**src/rtl/control_config_rtc.sv**
```systemverilog
// Configuration-mode sequencer: turns button pulses into funcion/cursor/format, edits a BCD buffer
// and writes it to the RTC over a req/ack handshake. Optional macro CONFIG_AUTOEXIT_EN adds idle auto-exit.
module control_config_rtc #(
    parameter int ACK_TIMEOUT = 1023
`ifdef CONFIG_AUTOEXIT_EN
    , parameter logic [25:0] IDLE_CYCLES = 26'd50_000_000
`endif
) (
    input  logic       clock,
    input  logic       reset,
    input  logic       btn_mode,
    input  logic       btn_left,
    input  logic       btn_right,
    input  logic       btn_up,
    input  logic       btn_down,
    input  logic [7:0] in_f0,
    input  logic [7:0] in_f1,
    input  logic [7:0] in_f2,
    input  logic       wr_ack,
    output logic [1:0] funcion,
    output logic [1:0] cursor_location,
    output logic [7:0] edit_f0,
    output logic [7:0] edit_f1,
    output logic [7:0] edit_f2,
    output logic       wr_req,
    output logic [1:0] wr_group,
    output logic       wr_error,
    output logic       formato_hora,
    output logic [1:0] fsm_state
);
    // Write handshake: wr_req rises on entry to WRITE and, together with edit_f*/wr_group, holds
    // until the edge after wr_ack is seen high (or the timeout expires); wr_ack is ignored elsewhere.
    localparam int TW = $clog2(ACK_TIMEOUT + 1);

    typedef enum logic [1:0] {S_RUN = 2'd0, S_LOAD = 2'd1, S_EDIT = 2'd2, S_WRITE = 2'd3} state_t;

    state_t        state, state_nxt;
    logic [1:0]    fn_nxt, cur_nxt, grp_nxt;
    logic [7:0]    e0_nxt, e1_nxt, e2_nxt;
    logic          req_nxt, err_nxt, fmt_nxt;
    logic [TW-1:0] cnt, cnt_nxt;
    logic [7:0]    sel_val, sel_min, sel_max, sel_new;
    logic          timeout;
`ifdef CONFIG_AUTOEXIT_EN
    logic [25:0]   idle_cnt, idle_nxt;
    logic          any_pulse;
`endif

    function automatic logic [7:0] field_min(input logic [1:0] grp, input logic [1:0] idx);
        return (grp == 2'b10 && idx != 2'd2) ? 8'h01 : 8'h00;
    endfunction

    function automatic logic [7:0] field_max(input logic [1:0] grp, input logic [1:0] idx);
        if (grp == 2'b10) return (idx == 2'd0) ? 8'h31 : (idx == 2'd1) ? 8'h12 : 8'h99;
        return (idx == 2'd0) ? 8'h23 : 8'h59;
    endfunction

    // Valid BCD bytes order the same as their numeric values, so raw compares suffice.
    function automatic logic [7:0] bcd_clamp(input logic [7:0] v, input logic [7:0] lo, input logic [7:0] hi);
        if (v[7:4] > 4'd9 || v[3:0] > 4'd9 || v < lo || v > hi) return lo;
        return v;
    endfunction

    function automatic logic [7:0] bcd_inc(input logic [7:0] v, input logic [7:0] lo, input logic [7:0] hi);
        if (v == hi) return lo;
        if (v[3:0] == 4'd9) return {v[7:4] + 4'd1, 4'd0};
        return {v[7:4], v[3:0] + 4'd1};
    endfunction

    function automatic logic [7:0] bcd_dec(input logic [7:0] v, input logic [7:0] lo, input logic [7:0] hi);
        if (v == lo) return hi;
        if (v[3:0] == 4'd0) return {v[7:4] - 4'd1, 4'd9};
        return {v[7:4], v[3:0] - 4'd1};
    endfunction

    assign fsm_state = state;
    assign timeout   = (cnt == TW'(ACK_TIMEOUT - 1));
    assign sel_val   = (cursor_location == 2'd0) ? edit_f0 : (cursor_location == 2'd1) ? edit_f1 : edit_f2;
    assign sel_min   = field_min(funcion, cursor_location);
    assign sel_max   = field_max(funcion, cursor_location);
    assign sel_new   = btn_up ? bcd_inc(sel_val, sel_min, sel_max) : bcd_dec(sel_val, sel_min, sel_max);
`ifdef CONFIG_AUTOEXIT_EN
    assign any_pulse = btn_mode | btn_left | btn_right | btn_up | btn_down;
`endif

    always_comb begin
        state_nxt = state;
        fn_nxt    = funcion;
        cur_nxt   = cursor_location;
        e0_nxt    = edit_f0;
        e1_nxt    = edit_f1;
        e2_nxt    = edit_f2;
        req_nxt   = wr_req;
        grp_nxt   = wr_group;
        err_nxt   = wr_error;
        fmt_nxt   = formato_hora;
        cnt_nxt   = cnt;
`ifdef CONFIG_AUTOEXIT_EN
        idle_nxt  = '0;
`endif
        case (state)
            S_RUN: begin
                if (btn_mode) begin
                    state_nxt = S_LOAD;
                    fn_nxt    = 2'b01;
                end else if (btn_up || btn_down) begin
                    fmt_nxt = ~formato_hora;
                end
            end
            S_LOAD: begin
                e0_nxt    = bcd_clamp(in_f0, field_min(funcion, 2'd0), field_max(funcion, 2'd0));
                e1_nxt    = bcd_clamp(in_f1, field_min(funcion, 2'd1), field_max(funcion, 2'd1));
                e2_nxt    = bcd_clamp(in_f2, field_min(funcion, 2'd2), field_max(funcion, 2'd2));
                cur_nxt   = 2'd0;
                state_nxt = S_EDIT;
            end
            S_EDIT: begin
`ifdef CONFIG_AUTOEXIT_EN
                idle_nxt = any_pulse ? 26'd0 : idle_cnt + 26'd1;
`endif
                if (btn_mode) begin
                    state_nxt = S_WRITE;
                    req_nxt   = 1'b1;
                    grp_nxt   = funcion;
                    cnt_nxt   = '0;
                end else if (btn_right) begin
                    cur_nxt = (cursor_location == 2'd2) ? 2'd0 : cursor_location + 2'd1;
                end else if (btn_left) begin
                    cur_nxt = (cursor_location == 2'd0) ? 2'd2 : cursor_location - 2'd1;
                end else if (btn_up || btn_down) begin
                    case (cursor_location)
                        2'd0:    e0_nxt = sel_new;
                        2'd1:    e1_nxt = sel_new;
                        default: e2_nxt = sel_new;
                    endcase
`ifdef CONFIG_AUTOEXIT_EN
                end else if (idle_cnt == IDLE_CYCLES - 26'd1) begin
                    state_nxt = S_RUN;
                    fn_nxt    = 2'b00;
                    idle_nxt  = '0;
`endif
                end
            end
            default: begin
                if (wr_ack || timeout) begin
                    req_nxt   = 1'b0;
                    err_nxt   = ~wr_ack;
                    fn_nxt    = funcion + 2'd1;
                    state_nxt = (funcion == 2'b11) ? S_RUN : S_LOAD;
                end else begin
                    cnt_nxt = cnt + TW'(1);
                end
            end
        endcase
    end

    always_ff @(posedge clock or negedge reset) begin
        if (!reset) begin
            state           <= S_RUN;
            funcion         <= '0;
            cursor_location <= '0;
            edit_f0         <= 8'h00;
            edit_f1         <= 8'h00;
            edit_f2         <= 8'h00;
            wr_req          <= 1'b0;
            wr_group        <= '0;
            wr_error        <= 1'b0;
            formato_hora    <= 1'b0;
            cnt             <= '0;
`ifdef CONFIG_AUTOEXIT_EN
            idle_cnt        <= '0;
`endif
        end else begin
            state           <= state_nxt;
            funcion         <= fn_nxt;
            cursor_location <= cur_nxt;
            edit_f0         <= e0_nxt;
            edit_f1         <= e1_nxt;
            edit_f2         <= e2_nxt;
            wr_req          <= req_nxt;
            wr_group        <= grp_nxt;
            wr_error        <= err_nxt;
            formato_hora    <= fmt_nxt;
            cnt             <= cnt_nxt;
`ifdef CONFIG_AUTOEXIT_EN
            idle_cnt        <= idle_nxt;
`endif
        end
    end
endmodule

```
**config.mk**
```make
export PLATFORM = sky130hd
export DESIGN_NAME = control_config_rtc
export DESIGN_NICKNAME = d
export VERILOG_FILES = /design/src/rtl/control_config_rtc.sv
export SDC_FILE = /design/constraint.sdc
export NUM_CORES = 1
export LEC_CHECK = 0
export CAP_MARGIN = 20
export CORE_MARGIN = 3
export CORE_UTILIZATION = 50
export CTS_CLUSTER_DIAMETER = 120
export CTS_CLUSTER_SIZE = 24
export DETAILED_ROUTE_END_ITERATION = 7
export DONT_BUFFER_PORTS = 1
export GPL_ROUTABILITY_DRIVEN = 1
export PLACE_DENSITY = 0.67
export RECOVER_POWER = 50
export SLEW_MARGIN = 10
export SYNTH_ARGS = -nofsm -noshare
export SYNTH_HDL_FRONTEND = slang
export SYNTH_SLANG_ARGS = --single-unit
```
**constraint.sdc**
```tcl
create_clock -name clock -period 3.8 [get_ports clock]
set_input_delay 1.14 -clock clock [delete_from_list [all_inputs] [get_ports clock]]
set_output_delay 1.14 -clock clock [all_outputs]
set_load 0.02 [all_outputs]
```
; After elaboration in Yosys (flattened, before gate mapping)
; Cells that the tools add are included.
[word_totals]
out_inout_bits = 35
ff_bits = 45
in_bits = 32
[classes]
muxes = 84
reduce_logical = 34
n_addsub = 8
n_lt_le_gt_ge = 12
n_eq_ne = 22
n_bitwise = 6
[op_table]
columns = operator, n
row1 = 2-to-1 mux 8 bit, 45
row2 = one-hot mux 8 bit (2 select lines), 3
row3 = "> comparator 4 bit, second input constant", 6
row4 = > comparator 8 bit, 3
row5 = 2-to-1 mux 10 bit, 2
row6 = "!= test 2 bit, second input constant", 10
row7 = one-hot mux 10 bit (2 select lines), 1
row8 = 2-to-1 mux 1 bit, 19
row9 = 2-to-1 mux 2 bit, 9
row10 = AND reduction 3 bit, 6
row11 = AND reduction 6 bit, 3
row12 = logical OR 1 bit, 11
row13 = "adder 10 x 1 -> 10 bit, second input constant", 1
row14 = "equality test 10 bit, second input constant", 1
row15 = "adder 4 x 1 -> 4 bit, second input constant", 2
row16 = "equality test 2 bit, second input constant", 4
row17 = equality test 8 x 1 -> 1 bit, 1
row18 = equality test 8 bit, 1
row19 = < comparator 8 x 1 -> 1 bit, 1
row20 = "< comparator 8 x 1 -> 1 bit, second input constant", 1
row21 = < comparator 8 bit, 1
row22 = one-hot mux 2 bit (2 select lines), 2
row23 = "subtractor 4 x 1 -> 4 bit, second input constant", 2
row24 = 2-to-1 mux 7 bit, 1
row25 = other kinds (17), 30

; Logic depth before layout (Yosys ltp)
[depth]
word_depth = 17
mapped_depth = 13
depth_no_buf = 11

; Worst setup path after synthesis
; OpenSTA, ideal clock, no wires.
[synth_timing]
path_type = input-to-reg
startpoint = input in_f2[7]
endpoint = register edit_f2[2]
setup_time_ns = 0.078
required_ns = 3.722
arrival_time_ns = 3.046
path_stages = 5
slack_ns = 0.675
n_path_buf = 0
cell_sequence = ha_1 -> a21o_1 -> a2111oi_0 -> a21oi_1 -> a21oi_1
[synth_between]
elab_chain_len = 8
[synth_rtl]
columns = element, line
row1 = start: declaration, 18  ; input logic [7:0] in_f2,
row2 = "parallel branches: the longest is 3 deep, another holds < comparator 8 x 1 -> 1 bit", --
row3 = logical OR 1 bit (*), 60  ; if (v[7:4] > 4'd9 || v[3:0] > 4'd9 || v < lo || v > hi) return lo;
row4 = 2-to-1 mux 1 bit (*), 60
row5 = 2-to-1 mux 1 bit (*), 101  ; case (state)
row6 = 2-to-1 mux 8 bit (*), 61  ; return v;
row7 = one-hot mux 8 bit (2 select lines) (*), 101
row8 = end signal: assignment, 179  ; edit_f2 <= e2_nxt;
row9 = end: declaration, 24  ; output logic [7:0] edit_f2,
; Mark *: on every way between the ends. The select of a mux whose other input is x is not followed.
; A chain may end at the register's enable or synchronous reset.

; Worst setup path after layout
[layout_timing]
startpoint = register cursor_location[0]
endpoint = register edit_f1[7]
[layout_between]
elab_chain_len = 16
[layout_rtl]
columns = element, line
row1 = start: declaration, 21  ; output logic [1:0] cursor_location,
row2 = start signal: assignment, 176  ; cursor_location <= cur_nxt;
row3 = "parallel branches: the longest is 16 deep, another holds subtractor 4 x 1 -> 4 bit", --
row4 = end signal: assignment, 178  ; edit_f1 <= e1_nxt;
row5 = end: declaration, 23  ; output logic [7:0] edit_f1,
; Parallel ways; which one is timed is not known. The select of a mux whose other input is x is not followed.

==> flow_summary_export.csv <==
group,metric,value,unit
floorplan,rows,30,
sta,fin_ws,0.223,ns
worst_setup_path,reg2reg_slack,0.22,ns
worst_setup_path,cp_common_cell,"ha_1",
synthesis,synthCells,430,
worst_setup_path,crit_fanout,11,
worst_setup_path,crit_chain,"ha_1 > nor2b_1 > o31ai_2 > ha_1 > nand3_1 > or3_1 > a21o_1 > a32o_2 > a32o_1",
synthesis,ys_warn_count,0,
synthesis,synth-async-reset-ratio,1.00,
floorplan,io_pins,67,
global_routing,antenna_found_initial,0,
clock_tree,path_clk_slew,0.09,ns
sta,final_max_slew_viol_count,0,
final_layout,nets,501,
synthesis,synth_edf_count,0,
worst_setup_path,critPathRequiredTime,4.00,ns
worst_setup_path,rr_worst_depth,9,
sta,finClkSkew,0.00533,ns
worst_setup_path,crit_path_end_kind,"flip-flop",
global_routing,grt_max_degree,46,
worst_setup_path,cp-start-kind,"flip-flop",
place,dpl_worst_slack,0.284,ns
sta,fin_crit,3.58,ns
floorplan,die_h,90.6,µm
worst_setup_path,critical_path_class,"reg2reg",
worst_setup_path,cp_slowest_stage_delay,0.61,ns
place,place_congestion,1.01,
routing,detail-route-antenna-nets,0,
clock_tree,clockRootBuffer,"clkbuf_8",
pwr,power.total,4.17,mW
final_layout,num_antenna_cells,0,
floorplan,die_w,90.6,µm
synthesis,ys_ff_latch,45,
run,maxCapViolations,0,
synthesis,synth_cell_type_count,59,
clock_tree,cts_buffer_depth,2,
clock_tree,clk-insertion-delay-late,0.31,ns
pwr,p_leak,1.70,nW
sta,finalSetupViolations,0,
worst_setup_path,r2r-end,"edit_f1[7]$_DFFE_PN0P_",
sta,rsz0062_at_grt,"false",
sta,max_freq,0.280,GHz
synthesis,synth_top_cells_by_area,"dfrtp_1 31%, ha_1 9.1%, a21oi_1 7.7%",
routing,drt-initial-drc-count,248,
clock_tree,cts_setup_buffers,0,
synthesis,synthesis.area,3580,µm²
routing,vias,3325,
routing,wl_per_cell,19.3,µm
clock_tree,cts_buffers,5,
worst_setup_path,slowest_stage,"o31ai_2",
sta,tightestPinTransition,0.689,ns
sta,hold_viol_final,0,
final_layout,syn2layout_area_growth,8.70,%
synthesis,synth.avg_cell_area,8.32,µm²
sta,slew-limit-headroom,0.536,
clock_tree,cts.sinks,45,
synthesis,synth_ff_type,"dfrtp_1",
routing,dr.pass1.iters,5,
pwr,vdd_drop_max,0.552,mV
synthesis,synth-seq-area-share,0.315,
pwr,power_density,1070,nW/µm²
floorplan,start_util,0.521,
clock_tree,ctsResizeCount,0,
synthesis,yosys.area.top_type,"dfrtp_1",
sta,tns,0,ns
routing,drt_wl_total,10400,µm
final_layout,drive_gt1_frac,0.0923,
routing,drc,0,
global_routing,grt_pass1_vias,3184,
worst_setup_path,worstPathArrival,3.78,ns
synthesis,syn_nets,488,
min_path,hp-class,"in2async",
routing,via_per_inst,6.16,
clock_tree,ctsHoldBuffers,0,
clock_tree,htree_num_levels,2,
global_routing,grt_usage,0.255,
synthesis,synth_top_area_frac,0.315,
place,dp_hpwl,8200,µm
status,status,"completed",
clock_tree,cts_tree,"built",
place,io_buffers,0,
sta,period_share,0.941,
floorplan,design.core.area,6870,µm²
floorplan,die_area,8210,µm²
global_routing,grt_pass1_wl,16700,µm
worst_setup_path,r2r_start,"cursor_location[0]$_DFFE_PN0P_",
global_routing,overflow,0,
metal layers:
layer	share of wire	GRT usage	vias up
met4	0.016	0.0867	0
met3	0.092	0.0683	13
met5	0	0	-
met1	0.42	0.337	1592
li1	-	-	1586
met2	0.47	0.403	134
synth_stat cells, types with 4 or more instances:
cell type	number
o21ai_0	28
nand2b_1	10
o31ai_1	7
nor2b_1	9
mux2_2	5
nand2_1	40
and3_1	4
clkbuf_1	8
and2_1	4
a31oi_1	4
a21oi_1	55
o21a_1	5
nor2_1	44
a22oi_1	4
xor2_1	7
nand4_1	5
ha_1	26
mux2i_1	15
nand3_1	11
inv_1	18
dfrtp_1	45
nor3_1	7
or3_1	7
xnor2_1	9
o22ai_1	4
where the power goes:
group	switching [mW]	internal [mW]	total (mW)
Combinational	1.57	1.07	2.64
Clock	0.175	0.198	0.373
Sequential	0.480	0.680	1.16
how the worst max path moves through the flow:
stage / endpoint / slack [ns] / startpoint / cells after the start
CTS: edit_f1[7]$_DFFE_PN0P_ / 0.28 / cursor_location[0]$_DFFE_PN0P_ / 9
detailed placement: edit_f1[7]$_DFFE_PN0P_ / 0.28 / cursor_location[0]$_DFFE_PN0P_ / 9
global placement: edit_f1[7]$_DFFE_PN0P_ / 0.41 / cursor_location[0]$_DFFE_PN0P_ / 9
finish: edit_f1[7]$_DFFE_PN0P_ / 0.22 / cursor_location[0]$_DFFE_PN0P_ / 9
global route: edit_f1[7]$_DFFE_PN0P_ / 0.03 / cursor_location[0]$_DFFE_PN0P_ / 9
floorplan: edit_f2[2]$_DFFE_PN0P_ / 0.68 / in_f2[7] / 5
cell families after synthesis:
group / share of synthesized area
buf+inv: 0.0356
xor+xnor: 0.0391
compound gates: 0.227
mux: 0.0804
simple gates: 0.212
flops: 0.315
fa+ha+maj: 0.0909
layout by cell type (no fill, tap or decap), types with 10 or more instances in the layout:
cell      netlist  layout
mux2i_1        15      15
o21ai_0        28      28
dfrtp_1        45      45
nand3_1        11      11
inv_1          18      18
ha_1           26      26
nor2_1         44      44
nand2_1        40      40
a21oi_1        55      55
buf_4           0      18
nand2b_1       10      10
per-stage QoR:
stage | instance area (µm²) | utilization | instances | hold WS (ns)
3_5_place_dp | 3780 | 0.550 | 532 | 0.512
3_3_place_gp | 3780 | 0.550 | 532 | 0.491
5_1_grt | 3890 | 0.566 | 540 | 0.498
4_1_cts | 3890 | 0.566 | 540 | 0.507
2_1_floorplan | 3580 | - | 430 | 0.472
6_report | 3890 | 0.566 | 540 | 0.516
state kept, by name (all words and copies together) (netlist names), 2 cells and up:
signal,cells
cnt,10
cursor_location,2
edit_f0,8
edit_f1,8
edit_f2,8
fsm_state,2
funcion,2
wr_group,2
area by class of cell:
type                            count  area, µm²
Sequential cell                    45       1130
Fill cell                         652       2980
Inverter                           19       71.3
Clock buffer                        6       72.6
Tap cell                           96        120
Multi-Input combinational cell    354       2330
Timing Repair Buffer               18        135
Clock inverter                      2       38.8
worst max-delay path: cells and delay by family (launching register included):
family	cells	cell delay, ns
compound gates	4	1.34
flops	1	0.50
fa+ha+maj	2	0.90
simple gates	3	0.72
Power figures use the tool's default switching activity.
